==> src/rtl/despread_pkg.sv <==
// Shared constants and types for the despread / unpack receive path.
package despread_pkg;

    // Spreading code shared with the transmit spreader; chip 0 uses the MSB.
    localparam logic [23:0] PN_CODE_DEFAULT = 24'hE25A3C;

    // Accumulator width: chip width, growth over SPREAD terms, plus sign headroom.
    function automatic int unsigned acc_width(input int unsigned chip_w, input int unsigned spread);
        return chip_w + $clog2(spread) + 1;
    endfunction

    typedef enum logic {
        IDLE  = 1'b0,
        TRACK = 1'b1
    } state_t;

endpackage

==> src/rtl/despread_corr.sv <==
// Per-bit PN correlator: tracks chip index, accumulates PN-signed chips and
// produces a combinational hard decision plus confidence flag on the last chip.
module despread_corr
    import despread_pkg::*;
#(
    parameter int unsigned       CHIP_W  = 16,
    parameter int unsigned       SPREAD  = 24,
    parameter logic [SPREAD-1:0] PN_CODE = PN_CODE_DEFAULT,
    parameter int unsigned       THRESH  = 0
) (
    input  logic              i_clk,
    input  logic              i_reset,
    input  logic [CHIP_W-1:0] i_data,
    input  logic              i_chip,
    input  logic              i_restart,
    output logic              o_bit_done_c,
    output logic              o_bit_c,
    output logic              o_low_c
);

    localparam int unsigned      ACC_W = acc_width(CHIP_W, SPREAD);
    localparam int unsigned      CNT_W = (SPREAD > 1) ? $clog2(SPREAD) : 1;
    localparam logic [CNT_W-1:0] LAST  = CNT_W'(SPREAD - 1);
    localparam logic [ACC_W-1:0] THR   = ACC_W'(THRESH);

    logic signed [ACC_W-1:0] r_acc;
    logic [CNT_W-1:0]        r_chip_cnt;

    logic [CNT_W-1:0]        w_idx;
    logic                    w_pn;
    logic signed [ACC_W-1:0] w_ext;
    logic signed [ACC_W-1:0] w_term;
    logic signed [ACC_W-1:0] w_base;
    logic signed [ACC_W-1:0] w_sum;
    logic [ACC_W-1:0]        w_mag;

    // Chip term, running sum and decision; a restart chip is treated as chip 0.
    always_comb begin
        w_idx = i_restart ? '0 : r_chip_cnt;
        w_pn  = 1'b0;
        for (int k = 0; k < SPREAD; k++) begin
            if (w_idx == CNT_W'(k)) begin
                w_pn = PN_CODE[SPREAD-1-k];
            end
        end
        w_ext        = {{(ACC_W-CHIP_W){i_data[CHIP_W-1]}}, i_data};
        w_term       = w_pn ? -w_ext : w_ext;
        w_base       = i_restart ? '0 : r_acc;
        w_sum        = w_base + w_term;
        w_mag        = w_sum[ACC_W-1] ? -w_sum : w_sum;
        o_bit_done_c = i_chip && (w_idx == LAST);
        o_bit_c      = w_sum[ACC_W-1];
        o_low_c      = (w_mag <= THR);
    end

    // Accumulator and chip counter; both clear at the end of every bit.
    always_ff @(posedge i_clk or posedge i_reset) begin
        if (i_reset) begin
            r_acc      <= '0;
            r_chip_cnt <= '0;
        end else if (i_chip) begin
            if (w_idx == LAST) begin
                r_acc      <= '0;
                r_chip_cnt <= '0;
            end else begin
                r_acc      <= w_sum;
                r_chip_cnt <= w_idx + 1'b1;
            end
        end
    end

endmodule

==> src/rtl/despread_unpack.sv <==
// Despreader and bit unpacker: syncs on i_sync, correlates chips into bits and
// assembles MSB-first words behind a valid/ready output register.
module despread_unpack
    import despread_pkg::*;
#(
    parameter int unsigned       CHIP_W          = 16,
    parameter int unsigned       SPREAD          = 24,
    parameter logic [SPREAD-1:0] PN_CODE         = PN_CODE_DEFAULT,
    parameter int unsigned       SIZE_OUTPUT_BIT = 8,
    parameter int unsigned       THRESH          = 0
) (
    input  logic                       i_clk,
    input  logic                       i_reset,
    input  logic [CHIP_W-1:0]          i_data,
    input  logic                       i_valid,
    input  logic                       i_sync,
    output logic [SIZE_OUTPUT_BIT-1:0] o_data,
    output logic                       o_valid,
    input  logic                       i_ready,
    output logic                       o_lock,
    output logic                       o_low_conf,
    output logic                       o_overflow
);

    localparam int unsigned       BCNT_W   = $clog2(SIZE_OUTPUT_BIT + 1);
    localparam logic [BCNT_W-1:0] LAST_BIT = BCNT_W'(SIZE_OUTPUT_BIT - 1);

    state_t                     r_state;
    state_t                     w_state_next;
    logic [BCNT_W-1:0]          r_bit_cnt;
    logic [SIZE_OUTPUT_BIT-1:0] r_shift;
    logic                       r_pending;
    logic [SIZE_OUTPUT_BIT-1:0] r_data;
    logic                       r_valid;
    logic                       r_lock;
    logic                       r_low_conf;
    logic                       r_overflow;

    logic                       w_chip;
    logic                       w_restart;
    logic                       w_bit_done;
    logic                       w_bit;
    logic                       w_bit_low;
    logic [BCNT_W-1:0]          w_bit_idx;
    logic [SIZE_OUTPUT_BIT-1:0] w_shift_base;
    logic                       w_pending_base;
    logic [SIZE_OUTPUT_BIT-1:0] w_word;
    logic                       w_word_done;
    logic                       w_can_load;

    despread_corr #(
        .CHIP_W  (CHIP_W),
        .SPREAD  (SPREAD),
        .PN_CODE (PN_CODE),
        .THRESH  (THRESH)
    ) u_corr (
        .i_clk        (i_clk),
        .i_reset      (i_reset),
        .i_data       (i_data),
        .i_chip       (w_chip),
        .i_restart    (w_restart),
        .o_bit_done_c (w_bit_done),
        .o_bit_c      (w_bit),
        .o_low_c      (w_bit_low)
    );

    // State register.
    always_ff @(posedge i_clk or posedge i_reset) begin
        if (i_reset) begin
            r_state <= IDLE;
        end else begin
            r_state <= w_state_next;
        end
    end

    // Next state: leave IDLE on the first sync chip; only reset returns to IDLE.
    always_comb begin
        w_state_next = r_state;
        case (r_state)
            IDLE:    if (i_valid && i_sync) w_state_next = TRACK;
            TRACK:   w_state_next = TRACK;
            default: w_state_next = IDLE;
        endcase
    end

    // Chip qualification and word assembly; a sync chip discards the partial word.
    always_comb begin
        w_restart      = i_valid && i_sync;
        w_chip         = i_valid && ((r_state == TRACK) || i_sync);
        w_bit_idx      = w_restart ? '0 : r_bit_cnt;
        w_shift_base   = w_restart ? '0 : r_shift;
        w_pending_base = w_restart ? 1'b0 : r_pending;
        w_word         = {w_shift_base[SIZE_OUTPUT_BIT-2:0], w_bit};
        w_word_done    = w_bit_done && (w_bit_idx == LAST_BIT);
        w_can_load     = !r_valid || i_ready;
    end

    // Unpack shift register, bit counter and pending low-confidence flag.
    always_ff @(posedge i_clk or posedge i_reset) begin
        if (i_reset) begin
            r_bit_cnt <= '0;
            r_shift   <= '0;
            r_pending <= 1'b0;
        end else if (w_bit_done) begin
            if (w_word_done) begin
                r_bit_cnt <= '0;
                r_shift   <= '0;
                r_pending <= 1'b0;
            end else begin
                r_bit_cnt <= w_bit_idx + 1'b1;
                r_shift   <= w_word;
                r_pending <= w_pending_base | w_bit_low;
            end
        end else if (w_restart) begin
            r_bit_cnt <= '0;
            r_shift   <= '0;
            r_pending <= 1'b0;
        end
    end

    // Output register: load on completion if free or draining, else flag overflow.
    always_ff @(posedge i_clk or posedge i_reset) begin
        if (i_reset) begin
            r_data     <= '0;
            r_valid    <= 1'b0;
            r_lock     <= 1'b0;
            r_low_conf <= 1'b0;
            r_overflow <= 1'b0;
        end else begin
            r_lock <= (w_state_next == TRACK);
            if (w_word_done) begin
                if (w_can_load) begin
                    r_data     <= w_word;
                    r_valid    <= 1'b1;
                    r_low_conf <= w_pending_base | w_bit_low;
                end else begin
                    r_overflow <= 1'b1;
                end
            end else if (r_valid && i_ready) begin
                r_valid <= 1'b0;
            end
        end
    end

    assign o_data     = r_data;
    assign o_valid    = r_valid;
    assign o_lock     = r_lock;
    assign o_low_conf = r_low_conf;
    assign o_overflow = r_overflow;

endmodule

==> config.mk <==
export PLATFORM = sky130hd
export DESIGN_NAME = despread_unpack
export DESIGN_NICKNAME = d
export VERILOG_FILES = /design/src/rtl/despread_pkg.sv /design/src/rtl/despread_corr.sv /design/src/rtl/despread_unpack.sv
export SDC_FILE = /design/constraint.sdc
export NUM_CORES = 1
export LEC_CHECK = 0
export BUFFER_PORTS_ARGS = -buffer_cell sky130_fd_sc_hd__buf_2
export CAP_MARGIN = 0
export CORE_ASPECT_RATIO = 1.2
export CORE_MARGIN = 1.5
export CORE_UTILIZATION = 30
export CTS_BUF_LIST = sky130_fd_sc_hd__clkbuf_4
export CTS_CLUSTER_SIZE = 20
export DETAILED_ROUTE_END_ITERATION = 10
export PLACE_DENSITY_LB_ADDON = 0.15
export SLEW_MARGIN = 5
export SYNTH_ARGS = -nofsm -noshare
export SYNTH_HDL_FRONTEND = slang
export SYNTH_SLANG_ARGS = --single-unit
==> constraint.sdc <==
create_clock -name i_clk -period 5.3 [get_ports i_clk]
set_clock_uncertainty 0.15 [all_clocks]
set_input_delay 0.53 -clock i_clk [delete_from_list [all_inputs] [get_ports i_clk]]
set_output_delay 0.53 -clock i_clk [all_outputs]
set_load 0.05 [all_outputs]
==> results of run 1 <==
-- layout make-up --
cell class	count	area, sq um
Antenna cell	1	2.50
Clock buffer	5	37.5
Clock inverter	3	28.8
Fill cell	1551	8880
Inverter	18	70.1
Multi-Input combinational cell	464	3310
Sequential cell	51	1280
Tap cell	204	255
Timing Repair Buffer	159	1160
-- tightest hold or removal path: cells and delay by family --
family                 cells  cell delay (ps)
buffers and inverters      3              670
-- Yosys cell counts, types with 3 or more instances --
cell type | number | area (sq um)
xor2_1 | 16 | 140
nand3_1 | 26 | 130
nand2b_1 | 11 | 68.8
o21ai_1 | 4 | 20.0
nor2b_1 | 6 | 37.5
ha_1 | 28 | 350
a32oi_1 | 4 | 35.0
o31ai_1 | 3 | 22.5
inv_1 | 18 | 67.6
nor4_1 | 6 | 37.5
o21ai_0 | 42 | 210
o21bai_1 | 5 | 37.5
buf_6 | 4 | 45.0
nor3b_1 | 3 | 22.5
a211o_1 | 5 | 43.8
a21o_1 | 5 | 37.5
buf_4 | 6 | 45.0
clkbuf_1 | 14 | 52.6
dfrtp_1 | 51 | 1280
nand4_1 | 6 | 37.5
nand2_1 | 74 | 278
a211oi_1 | 3 | 22.5
o211ai_1 | 4 | 30.0
a22o_1 | 8 | 70.1
nor3_1 | 10 | 50.1
o22ai_1 | 6 | 37.5
nor2_1 | 35 | 131
xnor2_1 | 13 | 114
o21a_1 | 6 | 45.0
or3_1 | 6 | 37.5
or2_2 | 3 | 18.8
a21oi_1 | 39 | 195
and2_1 | 26 | 163
a31oi_1 | 4 | 25.0
-- layer usage --
metal  track usage [%]  wire length (um)
met5                 0                 0
met1              23.1              6520
met4              5.91               293
met2              30.2              6920
met3              1.53               214
-- timing repair --
action / in CTS / in global routing
buffers inserted: 0 / 7
endpoints found under the setup margin: 0 / 2
gates resized for setup: 0 / 37
-- per-stage QoR --
stage | utilization, % | TNS [ps] | instances
2_1_floorplan | - | 0 | 559
3_3_place_gp | 38.7 | -132 | 889
3_5_place_dp | 38.7 | -270 | 889
4_1_cts | 39.1 | 0 | 897
5_1_grt | 40.9 | -54.1 | 905
6_report | 40.9 | 0 | 905
-- flip-flops by register name, summed over array words and instances, names as in the netlist --
register	count
r_bit_cnt	4
u_corr.r_chip_cnt	5
o_overflow	1
r_pending	1
u_corr.r_acc	22
o_lock	1
o_data	8
o_valid	1
r_shift	7
o_low_conf	1
-- logic make-up after synthesis --
logic type,after synthesis,synth area share (%)
AO/OA/AOI/OAI,171,26.5
XOR/XNOR,32,6.80
adder cells (fa/ha/maj),29,8.02
buffers and inverters,44,4.74
flip-flops,51,27.6
multiplexers,4,0.921
AND/OR/NAND/NOR,228,25.4
-- final timing paths --
path	endpoint	slack, ps
setup / recovery	o_low_conf	220
hold / removal	u_corr.r_chip_cnt[4]	130
setup reg to reg	o_low_conf	220
hold reg to reg	o_data[4]	330
max in group asynchronous	r_shift[1]	4390
min in group i_clk	o_valid	290
==> run metrics, run 1 <==
outcome complete, no violations; FF-to-FF path depth 21; CTS tree yes; hold-fix buffers at CTS 0; crit-path leading delay family compound AO/OA/AOI/OAI gates; clk slew on worst S/H paths 180 ps; WL/cell 15.4 um; Fin. Hold Viols 0; final net count 749; commonest non-fill, non-tap cells in the layout 123 x buf_4, 74 x nand2_1, 49 x dfrtp_1; Syn Inst Count 559; nature of the critical path startpoint flip-flop; Clock Path Buffers 2; Buf/Inv on CP 2; CP arrival 5280 ps; Setup crit start u_corr.r_chip_cnt[0]; grt total ovfl 0; overall routing resource usage 17.7%; maximum clock rate 197 MHz; TritonCTS Buffers 5; pre-CTS setup slack -139 ps; Slew Viols, Final 0; initial antenna violation count 1; Seq cells post-synth 51; crit path cell chain a21bo_4 -> ha_4 -> inv_4 -> o32ai_2 -> o32a_1 -> o22ai_4 -> clkbuf_16 -> nor2_1 -> xor2_1 -> ha_2 -> a211oi_2 -> o21a_2 -> o41a_4 -> or4_1 -> a31o_2 -> nand4b_1 -> o31ai_1 -> or3_1 -> a32oi_1 -> nand4_1 -> a21oi_1; hpwl dp 10600 um; worst-margin pin slew 699 ps; WS Path Type flip-flop to flip-flop; clock sinks 51; fin crit share 95.9%; clock root buffer clkbuf_4; # IOs 33; fraction of final layout cells with drive strength greater than 1 31.7%; register area share after synthesis 27.6%; DR iter-0 viols 210; RD Place Congestion 0.889; EDFF count, synth 0; final worst slack 217 ps; Main synth FF type dfrtp_1; post-synth net total 609; Post-Syn Area 4620 sq um; input/output buffers 32; Via density 5.06; vias in the first global route 4681; Yosys Warn Count 0; Worst Setup End Kind flip-flop; hold slack 135 ps; largest net degree at the start of global routing 52; ys async rst share 100%; Clock Latency Late Sink 400 ps; slowest CP cell o41a_4; via count 4579; CP max FO 5; Post-DP Area 5810 sq um; largest stage delay on the critical path 490 ps; first-pass GRT wire length 22800 um; Die H 139 um; Initial Utilization 30.8%; headroom to the max-slew limit 53.4%; Final Setup Violations 0; DRC viols 0; H-tree Lvls 2; # rows 49; die width 116 um; detailed-router iteration count before antenna repair 4; Total Die Area 16200 sq um; worst r2r src u_corr.r_chip_cnt[0]; stages on the worst setup path 21; minimum clock period 5080 ps; cell area after layout 6140 sq um; commonest non-fill, non-tap cell in the layout buf_4; core area 15000 sq um; Crit path required time 5500 ps; unique cell type count in the Yosys netlist 81; average cell area after synthesis 8.26 sq um; HP Class primary input to async pin; Post-DRT Antenna Nets 0; Post-Route WL 14000 um; area delta synth->final 32.9%; Max Cap Viol 0
Power of run 1 is not shown: default switching activity piles up to over one toggle a cycle in this logic, so the estimate is an artifact.
==> run 2: changes to the inputs <==
--- a/config.mk
+++ b/config.mk
@@ -7,6 +7,8 @@
 export LEC_CHECK = 0
 export BUFFER_PORTS_ARGS = -buffer_cell sky130_fd_sc_hd__buf_2
 export CAP_MARGIN = 0
+export CELL_PAD_IN_SITES_DETAIL_PLACEMENT = 1
+export CELL_PAD_IN_SITES_GLOBAL_PLACEMENT = 1
 export CORE_ASPECT_RATIO = 1.2
 export CORE_MARGIN = 1.5
 export CORE_UTILIZATION = 30
==> run 2 against run 1 <==
Critical path depth is 1 higher. Cell count is 0.77% lower. Utilization is 0.86 points lower. Largest cell class unchanged. Non-clock buffer count is 7 lower. Hold slack better by 12 ps.
==> run metrics, run 2 (synthesis gave the netlist of run 1 again) <==
WL/cell 16.4 um (was 15.4 um); clock root buffer clkbuf_4 (unchanged); fin crit share 94.5% (was 95.9%); Fin. Hold Viols 0 (unchanged); HP Class primary input to async pin (unchanged); RD Place Congestion 0.858 (was 0.889); CTS tree yes (unchanged); Die H 139 um (unchanged); Slew Viols, Final 0 (unchanged); area delta synth->final 30.1% (was 32.9%); TritonCTS Buffers 5 (unchanged); minimum clock period 5010 ps (was 5080 ps); register area 1280 sq um (about the same); nature of the critical path startpoint flip-flop (unchanged); hpwl dp 11600 um (was 10600 um); overall routing resource usage 18.9% (was 17.7%); commonest non-fill, non-tap cells in the layout 115 x buf_4, 74 x nand2_1, 48 x dfrtp_1 (was 123 x buf_4, 74 x nand2_1, 49 x dfrtp_1); input/output buffers 32 (unchanged); Clock Latency Late Sink 400 ps (about the same); vias in the first global route 4972 (was 4681); Final Setup Violations 0 (unchanged); FF-to-FF path depth 22 (was 21); via count 4627 (was 4579); Worst Setup End Kind flip-flop (unchanged); Max Cap Viol 0 (unchanged); die width 116 um (unchanged); # rows 49 (unchanged); detailed-router iteration count before antenna repair 4 (unchanged); fraction of final layout cells with drive strength greater than 1 31.0% (was 31.7%); clock sinks 51 (unchanged); r2r endpoint r_pending (was o_low_conf); Clock Path Buffers 2 (unchanged); largest reg by FF count u_corr.r_acc (unchanged); Crit path required time 5490 ps (was 5500 ps); area of the multi-input gates 3250 sq um (was 3310 sq um); outcome complete, no violations (unchanged); DR iter-0 viols 116 (was 210); R2R setup slack 290 ps (was 220 ps); Post-Route WL 14700 um (was 14000 um); first-pass GRT wire length 24400 um (was 22800 um); WS Path Type flip-flop to flip-flop (unchanged); max FFs per register 22 (unchanged); commonest non-fill, non-tap cell in the layout buf_4 (unchanged); # IOs 33 (unchanged); fin util 40.0% (was 40.9%); Total Die Area 16200 sq um (unchanged); largest net degree at the start of global routing 52 (unchanged); clk slew on worst S/H paths 180 ps (about the same); maximum clock rate 200 MHz (was 197 MHz); CP arrival 5200 ps (was 5280 ps); core area 15000 sq um (unchanged); Initial Utilization 30.8% (unchanged); initial antenna violation count 1 (unchanged); fillcell total 1817 (was 1551); CP max FO 8 (was 5); Post-DRT Antenna Nets 0 (unchanged); DRC viols 0 (unchanged); worst-margin pin slew 709 ps (was 699 ps); headroom to the max-slew limit 52.7% (was 53.4%); H-tree Lvls 2 (unchanged); grt total ovfl 0 (unchanged); final net count 742 (was 749); Via density 5.15 (was 5.06); worst r2r src u_corr.r_chip_cnt[0] (unchanged)
run 2: changes by cell type in the layout (fill, tap and decap cells not counted), sizes merged:
| cell | delta |
|---|---|
| buf | -6 |
| clkbuf | -1 |
| clkinv | -1 |
| inv | +1 |
run 2: worst max-delay path, stage by stage (launching register included):
cell and delay, ps:
dfrtp_1 380, a21bo_2 230, ha_2 190, inv_2 80
o32ai_1 70, o32a_1 410, o22ai_2 170, buf_12 160
a21oi_1 50, xor2_1 200, ha_1 380, and4_2 310
and2_4 180, a221oi_4 270, buf_6 170, xor2_4 160
o21bai_1 90, a31o_1 240, a221o_1 290, a211o_1 280
a211oi_2 190, nand4_1 150, o21ai_1 150
run 2: layer usage:
metal  GRT usage (%)  share of wire [%]  vias up
li1                -                  -     2304
met1            22.9                 44     2264
met2            35.6                 53       49
met3            1.66                2.3       10
met4            4.24                1.2        0
met5               0                  0        -
run 2: how the worst max path moves through the flow:
| stage | slack [ps] | depth (start not counted) | from | endpoint |
|---|---|---|---|---|
| after detailed placement | -260 | 24 | i_valid | r_pending |
| after global placement | -90 | 24 | i_valid | r_pending |
| final | 290 | 22 | u_corr.r_chip_cnt[0] | r_pending |
| after floorplan | 40 | 22 | i_valid | r_pending |
| after global routing | -40 | 21 | u_corr.r_chip_cnt[0] | r_pending |
| after CTS | 40 | 22 | u_corr.r_chip_cnt[0] | r_pending |
run 2: layout make-up:
type | count | area share [%]
Antenna cell | 1 | 0.0416
Timing Repair Buffer | 152 | 18.1
Clock buffer | 5 | 0.624
Clock inverter | 3 | 0.437
Inverter | 18 | 1.12
Tap cell | 204 | 4.25
Sequential cell | 51 | 21.3
Multi-Input combinational cell | 464 | 54.1
run 2: stage by stage:
stage          setup slack [ps]  area [sq um]  std cells  hold slack [ps]  TNS (ps)
6_report                    292          6010        898              147         0
5_1_grt                   -37.9          6010        898              174     -51.8
4_1_cts                    43.8          5810        889              166         0
3_5_place_dp               -256          5750        881              302      -500
3_3_place_gp              -94.8          5750        881              297      -187
2_1_floorplan              39.0          4630        559              292         0
run 2: repair_timing:
item                                    CTS  global route
gates resized for setup                   0            35
setup buffers                             0             8
hold buffers                              0             0
endpoints found under the setup margin    0             2
Power of run 2 is left out for the same reason.
